`src/rtl/alu_pkg.sv`:
```
// rtl/alu_pkg.sv - shared ALU width, opcodes and flag bundle
// Purpose: common definitions for alu4_core and alu_arbiter.
// Ports: none (package).
package alu_pkg;

  localparam int ALU_W = 4;

  localparam logic [2:0] ALU_ADD = 3'b000;
  localparam logic [2:0] ALU_SUB = 3'b001;
  localparam logic [2:0] ALU_NOT = 3'b010;
  localparam logic [2:0] ALU_AND = 3'b011;
  localparam logic [2:0] ALU_OR  = 3'b100;
  localparam logic [2:0] ALU_XOR = 3'b101;
  localparam logic [2:0] ALU_LT  = 3'b110;
  localparam logic [2:0] ALU_EQ  = 3'b111;

  typedef struct packed {
    logic carry;
    logic overflow;
    logic zero;
    logic out;
  } alu_flags_t;

endpackage

```
`src/rtl/alu4_core.sv`:
```
// rtl/alu4_core.sv - purely combinational 4-bit ALU
// Purpose: computes result and flags for one operation.
// Ports:
//   a, b    in  ALU_W  operands (signed for LT/overflow)
//   func    in  3      opcode (ALU_ADD..ALU_EQ)
//   result  out ALU_W  result
//   flags   out        {carry, overflow, zero, out}
module alu4_core
  import alu_pkg::*;
(
  input  logic [ALU_W-1:0] a,
  input  logic [ALU_W-1:0] b,
  input  logic [2:0]       func,
  output logic [ALU_W-1:0] result,
  output alu_flags_t       flags
);

  logic [ALU_W-1:0] b_eff;
  logic             cin;
  logic [ALU_W:0]   sum;
  logic             cmp;

  // One shared adder: subtraction is A + ~B + 1, so carry=1 means no borrow.
  always_comb begin
    b_eff = (func == ALU_SUB) ? ~b : b;
    cin   = (func == ALU_SUB);
    sum   = {1'b0, a} + {1'b0, b_eff} + {{ALU_W{1'b0}}, cin};
  end

  always_comb begin
    result = '0;
    flags  = '0;
    cmp    = 1'b0;
    case (func)
      ALU_ADD, ALU_SUB: begin
        result         = sum[ALU_W-1:0];
        flags.carry    = sum[ALU_W];
        flags.overflow = (a[ALU_W-1] == b_eff[ALU_W-1]) &&
                         (sum[ALU_W-1] != a[ALU_W-1]);
      end
      ALU_NOT: result = ~a;
      ALU_AND: result = a & b;
      ALU_OR:  result = a | b;
      ALU_XOR: result = a ^ b;
      ALU_LT: begin
        cmp    = $signed(a) < $signed(b);
        result = {{(ALU_W-1){1'b0}}, cmp};
      end
      ALU_EQ: begin
        cmp    = (a == b);
        result = {{(ALU_W-1){1'b0}}, cmp};
      end
      default: ;
    endcase
    flags.out  = cmp;
    flags.zero = ~|result;
  end

endmodule

```
`src/rtl/alu_arbiter.sv`:
```
// rtl/alu_arbiter.sv - round-robin sharing of one ALU between two requesters
// Purpose: grants one request per cycle (round-robin on contention), computes
//   it in the same cycle and holds the result in a one-entry response register.
// Optional: define ALU_ARB_STATS_EN to add saturating per-requester grant counters.
// Ports:
//   clk, rst_n                      clock, synchronous active-low reset
//   reqN_valid/ready                request handshake, N = 0,1
//   reqN_a, reqN_b, reqN_func       operands and opcode
//   rsp_valid/ready                 response handshake
//   rsp_id, rsp_result              granted requester index, result
//   rsp_carry/overflow/zero/out     flags
//   grant_cnt0/1 (stats only)       8-bit saturating grant counters
module alu_arbiter
  import alu_pkg::*;
#(
  parameter int W = ALU_W
) (
  input  logic         clk,
  input  logic         rst_n,
  input  logic         req0_valid,
  output logic         req0_ready,
  input  logic [W-1:0] req0_a,
  input  logic [W-1:0] req0_b,
  input  logic [2:0]   req0_func,
  input  logic         req1_valid,
  output logic         req1_ready,
  input  logic [W-1:0] req1_a,
  input  logic [W-1:0] req1_b,
  input  logic [2:0]   req1_func,
  output logic         rsp_valid,
  input  logic         rsp_ready,
  output logic         rsp_id,
  output logic [W-1:0] rsp_result,
  output logic         rsp_carry,
  output logic         rsp_overflow,
  output logic         rsp_zero,
  output logic         rsp_out
`ifdef ALU_ARB_STATS_EN
  ,
  output logic [7:0]   grant_cnt0,
  output logic [7:0]   grant_cnt1
`endif
);

  logic         prio;
  logic         free;
  logic         grant0;
  logic         grant1;
  logic [W-1:0] sel_a;
  logic [W-1:0] sel_b;
  logic [2:0]   sel_func;
  logic [W-1:0] alu_result;
  alu_flags_t   alu_flags;

  // The register can accept a new result when empty or draining this cycle.
  // Grants depend only on valids, prio and free, never on a ready itself.
  always_comb begin
    free       = !rsp_valid || rsp_ready;
    grant0     = rst_n && free && req0_valid && (!req1_valid || !prio);
    grant1     = rst_n && free && req1_valid && (!req0_valid ||  prio);
    req0_ready = grant0;
    req1_ready = grant1;
    sel_a      = grant1 ? req1_a    : req0_a;
    sel_b      = grant1 ? req1_b    : req0_b;
    sel_func   = grant1 ? req1_func : req0_func;
  end

  alu4_core u_core (
    .a      (sel_a),
    .b      (sel_b),
    .func   (sel_func),
    .result (alu_result),
    .flags  (alu_flags)
  );

  always_ff @(posedge clk) begin
    if (!rst_n) begin
      prio         <= 1'b0;
      rsp_valid    <= 1'b0;
      rsp_id       <= 1'b0;
      rsp_result   <= '0;
      rsp_carry    <= 1'b0;
      rsp_overflow <= 1'b0;
      rsp_zero     <= 1'b0;
      rsp_out      <= 1'b0;
    end else if (grant0 || grant1) begin
      // Priority moves to whichever requester lost this cycle.
      prio         <= grant0;
      rsp_valid    <= 1'b1;
      rsp_id       <= grant1;
      rsp_result   <= alu_result;
      rsp_carry    <= alu_flags.carry;
      rsp_overflow <= alu_flags.overflow;
      rsp_zero     <= alu_flags.zero;
      rsp_out      <= alu_flags.out;
    end else if (rsp_ready) begin
      rsp_valid    <= 1'b0;
    end
  end

`ifdef ALU_ARB_STATS_EN
  always_ff @(posedge clk) begin
    if (!rst_n) begin
      grant_cnt0 <= 8'd0;
      grant_cnt1 <= 8'd0;
    end else begin
      if (grant0 && (grant_cnt0 != 8'hFF)) grant_cnt0 <= grant_cnt0 + 8'd1;
      if (grant1 && (grant_cnt1 != 8'hFF)) grant_cnt1 <= grant_cnt1 + 8'd1;
    end
  end
`endif

endmodule

```
`config.mk`:
```
export PLATFORM = sky130hd
export DESIGN_NAME = alu_arbiter
export DESIGN_NICKNAME = d
export VERILOG_FILES = /design/src/rtl/alu_pkg.sv /design/src/rtl/alu4_core.sv /design/src/rtl/alu_arbiter.sv
export SDC_FILE = /design/constraint.sdc
export NUM_CORES = 1
export LEC_CHECK = 0
export CORE_MARGIN = 3
export CORE_UTILIZATION = 44
export DETAILED_ROUTE_END_ITERATION = 8
export PLACE_DENSITY = 0.87
export SLEW_MARGIN = 10
export SYNTH_ARGS = -nofsm -noshare
export SYNTH_HDL_FRONTEND = slang
export SYNTH_SLANG_ARGS = --single-unit
```
`constraint.sdc`:
```
create_clock -name clk -period 3.2 [get_ports clk]
set_input_delay 0.8 -clock clk [delete_from_list [all_inputs] [get_ports clk]]
set_output_delay 0.8 -clock clk [all_outputs]
set_load 0.02 [all_outputs]
```
After elaboration in Yosys (flattened, before gate mapping) --
Index checks and enable logic that the tools add are counted. W data, S select, Z words.
Storage, ports and cells: bits in latches 0, bits in read-only memories 0, memories 0, memory bits (writable) 0, register bits after elaboration 11, logic and storage cells 54, bits of input ports 27
Cells by class: $lt $le $gt $ge 1, add/sub/neg operators 2, bitwise operators 5, shift-type cells 0, div/mod/pow operators 0, $mul 0, reductions and logical operators 19, multiplexer cells 9, eq/ne operators 10
Operators with widths (count):
- $pmux W4 S7 | 1
- $eq A3 B3 Y1 const B | 4
- $mux W4 | 3
- $not A4 Y4 | 2
- $eq A3 B2 Y1 const B | 2
- $logic_and A1 B1 Y1 | 6
- $add A4 B4 Y5 | 1
- $add A5 B1 Y5 | 1
- $logic_not A1 Y1 | 5
- $and A4 B4 Y4 | 1
- $eq A4 B4 Y1 | 1
- $logic_or A1 B1 Y1 | 4
- $lt A4 B4 Y1 | 1
- $or A4 B4 Y4 | 1
- $reduce_or A4 Y1 | 1
- $xor A4 B4 Y4 | 1
- $eq A3 B1 Y1 const B | 1
- $logic_not A3 Y1 | 1
- $mux W3 | 1
- $mux W1 | 2
- $mux W2 | 1
- $pmux W1 S2 | 1
- $reduce_bool A2 Y1 | 1
- $reduce_or A2 Y1 | 1
- other kinds (2) | 2

Depth between registers and ports, before layout --
depth in word-level cells 13, mapped depth 16

By module --
From an unflattened synthesis, not the netlist that was laid out.
Second synthesis, totals: cells, all modules 158, area, all modules 1312.5 um^2
By module, submodules not included:
- alu4_core | instances 1, cells each 92, area each 685.7 um^2
- alu_arbiter | instances 1, cells each 66, area each 626.9 um^2

Worst setup path before layout --
OpenSTA, ideal clock, no wires.
path type input to register, from input rsp_ready, to register rsp_result[0], buffers on the path 3, slack -248 ps, arrival time 3334 ps, setup time 114 ps, required time 3086 ps, stages 13, path through nand2b_4 -> nand4_4 -> buf_6 -> buf_2 -> buf_2 -> mux2i_1 -> ha_1 -> a21oi_1 -> mux2_2 -> mux2i_1 -> o2bb2ai_1 -> o41a_1 -> a21o_1
Between the ends: word-level cells in the longest chain between the ends 10, elaborated cells on any way between the ends 30, those cells by class 2 x add/sub; 1 x order compare; 8 x eq/ne; 5 x mux; 5 x bitwise; 9 x reduce/logical
RTL lines:
- start: declaration | line alu_arbiter.sv:31 | input logic rsp_ready,
- $logic_or A1 B1 Y1 * | line alu_arbiter.sv:58 | free = !rsp_valid || rsp_ready;
- $logic_and A1 B1 Y1 * | line alu_arbiter.sv:59, alu_arbiter.sv:60
- $logic_and A1 B1 Y1 (2 in series) | line alu_arbiter.sv:60 | grant1 = rst_n && free && req1_valid && (!req0_valid || prio);
- $mux W3 / $mux W4 (equally long branches) | line alu_arbiter.sv:65, alu_arbiter.sv:64
- $eq A3 B1 Y1 / $not A4 Y4 (equally long branches) | line alu4_core.sv:25, alu4_core.sv:26, alu4_core.sv:34
- $mux W4 | line alu4_core.sv:25 | b_eff = (func == ALU_SUB) ? ~b : b;
- $add A4 B4 Y5 | line alu4_core.sv:27 | sum = {1'b0, a} + {1'b0, b_eff} + {{ALU_W{1'b0}}, cin};
- $add A5 B1 Y5 | line alu4_core.sv:27
- $pmux W4 S7 | line alu4_core.sv:34 | case (func)
- end signal: assignment | line alu_arbiter.sv:91 | rsp_result <= alu_result;
- end: declaration | line alu_arbiter.sv:33 | output logic [W-1:0] rsp_result,
Every way passes the cells marked *; elsewhere a longest branch is shown, timed or not. A chain may end at the register's enable or synchronous reset.

Final worst setup path --
from input req1_func[1], to register rsp_zero
Between the ends: word-level cells in the longest chain between the ends 8, elaborated cells on any way between the ends 16, those cells by class 2 x add/sub; 7 x eq/ne; 3 x mux; 4 x reduce/logical
RTL lines:
- start: declaration | line alu_arbiter.sv:29 | input logic [2:0] req1_func,
- $mux W3 * | line alu_arbiter.sv:65 | sel_func = grant1 ? req1_func : req0_func;
- $eq A3 B1 Y1 | line alu4_core.sv:25, alu4_core.sv:26, alu4_core.sv:34
- $mux W4 | line alu4_core.sv:25
- $add A4 B4 Y5 | line alu4_core.sv:27
- $add A5 B1 Y5 | line alu4_core.sv:27
- $pmux W4 S7 * | line alu4_core.sv:34
- $reduce_or A4 Y1 * | line alu4_core.sv:56 | flags.zero = ~|result;
- $logic_not A1 Y1 * | line alu4_core.sv:56
- end signal: assignment | line alu_arbiter.sv:94 | rsp_zero <= alu_flags.zero;
- end: declaration | line alu_arbiter.sv:36 | output logic rsp_zero,
Marked as above.

==> impl_results.md <==
* Post-Route WL at 5260 um
* Synthesized-area fraction occupied by ao, oa, aoi and oai cells at 22.1%
* Die X at 63.4 um
* Clk Tree Root Cell: clkbuf_4
* Number of CTS-inserted buffers at 3
* Minimum clock period at 3080 ps
* FFs w/ async S/R, synth at 0%
* Worst setup SP type: input pin
* Place WS at -540 ps
* Clk_lat worst skew at 270 ps
* Hold violation count in the final report at 0
* Clk sinks at 11
* Slew HR at 75.6%
* Maximum VDD drop at 0.215 mV
* Layout cell share with drive strength beyond 1 at 31.9%
* GRT Total Usage at 25.9%
* Area share of the largest cell type after synthesis at 15.2%
* Worst hold path class: reg -> reg
* Post-Synthesis Cells at 197
* #FFs+latches synth at 11
* Starting Density at 46.7%
* Die Footprint at 0.00402 mm2
* CP Class: in -> reg
* Worst Setup Slack, final at 120 ps
* # nets final at 334
* Mapped Area at 0.00145 mm2
* Post-DP HPWL at 3860 um
* Initial DRC count at 147
* CP peak stage delay at 490 ps
* Fill count at 223
* Synth cell types at 49
* Antenna violations before repair at 0
* Global route overflow at 0
* I/O pin count at 39
* Register area share after synthesis at 15.2%
* Mean Syn Cell Area at 7.36 um2
* Largest family of logic cells by synthesized area: simple AND/OR/NAND/NOR gates
* CP Max Fanout at 3
* Post-synthesis adder-cell area fraction at 10.0%
* Status: complete, no violations
* Number of inserted diodes at 0
* Setup-failing EPs final at 0
* CTS Buffer Depth at 2
* Yosys warns at 0
* Mux cell area share after synthesis at 12.6%
* Post-synthesis simple-gate area fraction at 29.9%
* Data required, critical path at 3400 ps
* Clk slew on worst S/H paths at 70 ps
* Post-synthesis net count at 235
* First-pass DRT Iterations at 4
* Post-synth top area cell: dfxtp_1
* H-tree levels at 1
* Critical-path cell list: clkdlybuf4s50_1 > nor2_2 > and3_4 > a31oi_4 > buf_4 > xnor2_2 > fa_2 > xnor2_2 > o22ai_1 > a211oi_1 > buf_4 > o2111ai_2 > o21ai_1
* Num rows at 20
* Commonest cells in the netlist: nand2_1 (24), nor2_1 (18), a21oi_1 (14)
* Max frequency at 325 MHz
* Largest cells by area after synthesis: dfxtp_1 (15%), ha_1 (8.6%), mux2i_1 (8.3%)
* DRC Markers at 0
* Post-synth top flop: dfxtp_1
* Leak pwr at 1.13 nW
* CTS Hold Bufs at 0
* Sequential cell area at 220 um2
* Number of global-route vias before repair at 1,933
* WL/cell at 15.5 um
* IO Port Bufs at 38
* CORE AREA at 0.00310 mm2
* Top-count cell post-synth: nand2_1
* Crit end category: register
* Vias at 1,884
* Post-Synth XOR/XNOR Area at 4.83%
* P per Cell Area at 274 mW/mm2
* CP max stage cell: clkdlybuf4s50_1
* Util after Layout at 80.9%
* Final period util at 96.3%
* Post-synth EDFFs at 0
* CP arrival at 3280 ps
* Slew Limit Fails at 0
* First-pass GRT wire length at 8520 um
* Routability Congestion at 0.974
* Total of max-cap violations at 0
* Via-to-Cell Ratio at 5.56
* Area delta synth->final at 73.1%
* Largest net degree at the start of global routing at 15
* Post-route ant nets at 0
* CTS tree: yes
* Area of the multi-input gates at 0.00129 mm2
* Measured slew at the worst slew-check pin at 356 ps
* Max Clock Skew at 2.99 ps
* Die Y at 63.4 um
-- area by class of cell --
cell class / instances / area share [%]
Multi-Input combinational cell: 168 / 51.4
Inverter: 11 / 1.74
Sequential cell: 11 / 8.77
Tap cell: 44 / 2.19
Clock buffer: 4 / 1.05
Timing Repair Buffer: 101 / 34.8
-- repair_timing --
item,CTS,global route
pin swaps,10,3
gates cloned,1,0
gates resized for setup,18,13
setup endpoints to repair,6,5
buffers inserted,5,2
-- power breakdown --
group | internal, mW | leakage (nW) | switching, mW
Clock | 0.0483 | 0.0150 | 0.0473
Sequential | 0.150 | 0.0905 | 0.00825
Combinational | 0.229 | 1.02 | 0.204
Total | 0.427 | 1.13 | 0.260
-- stage by stage --
step                hold WS, ps  instances  cell area (um2)  setup TNS, ps  total power [mW]
finish                      481        339             2510              0             0.687
global placement            462        328             2300          -2250             0.520
floorplan                   447        197             1490              0             0.343
CTS                         480        337             2430              0             0.650
global route                506        339             2510          -31.3             0.728
detailed placement          462        328             2300          -2680             0.528
-- flip-flops by register name, summed over array words and instances, names as in the netlist --
| signal | flops |
|---|---|
| rsp_result | 4 |
| rsp_overflow | 1 |
| rsp_out | 1 |
| rsp_carry | 1 |
| prio | 1 |
| rsp_zero | 1 |
| rsp_id | 1 |
| rsp_valid | 1 |
-- final timing paths --
kind,slack [ps],start,endpoint,cells after the start
max,120,req1_func[1],rsp_zero$_SDFFE_PN0P_,13
max reg2reg,560,prio$_SDFFE_PN0P_,rsp_result[0]$_SDFFE_PN0P_,12
min,480,prio$_SDFFE_PN0P_,prio$_SDFFE_PN0P_,2
min reg2reg,480,prio$_SDFFE_PN0P_,prio$_SDFFE_PN0P_,2
-- per-layer routing --
metal  vias to the layer above  track usage (%)  part of all wire (%)
met5                         -                0                     0
met4                         0             7.28                   1.6
met3                        12             2.67                   5.6
met2                        84             46.3                    51
met1                       879             32.6                    42
li1                        909                -                     -
-- cell usage in the layout, fill, tap and decap left out, types with 5 or more instances in the layout --
cell type,count
nor2_1,16
mux2i_1,8
inv_1,10
nand2_1,24
ha_1,8
a21oi_1,14
dfxtp_1,11
nand3_1,7
o21ai_0,11
nand2b_1,5
buf_4,57
clkdlybuf4s50_1,34
or3_1,5
-- worst max-delay path, delay by kind of cell --
kind | cells | cell delay [ps]
and+or+nand+nor | 2 | 240
buffers and inverters | 3 | 810
AOI/OAI and AO/OA | 5 | 750
xor gates and xnor gates | 2 | 250
adders and majority gates | 1 | 400
-- cell families after synthesis --
group                      Yosys count
and+or+nand+nor                     82
xor gates and xnor gates             8
buffers and inverters               18
DFF                                 11
adders and majority gates           11
muxes                               17
AOI/OAI and AO/OA                   50
No activity file was read; power rests on OpenSTA's default activity.
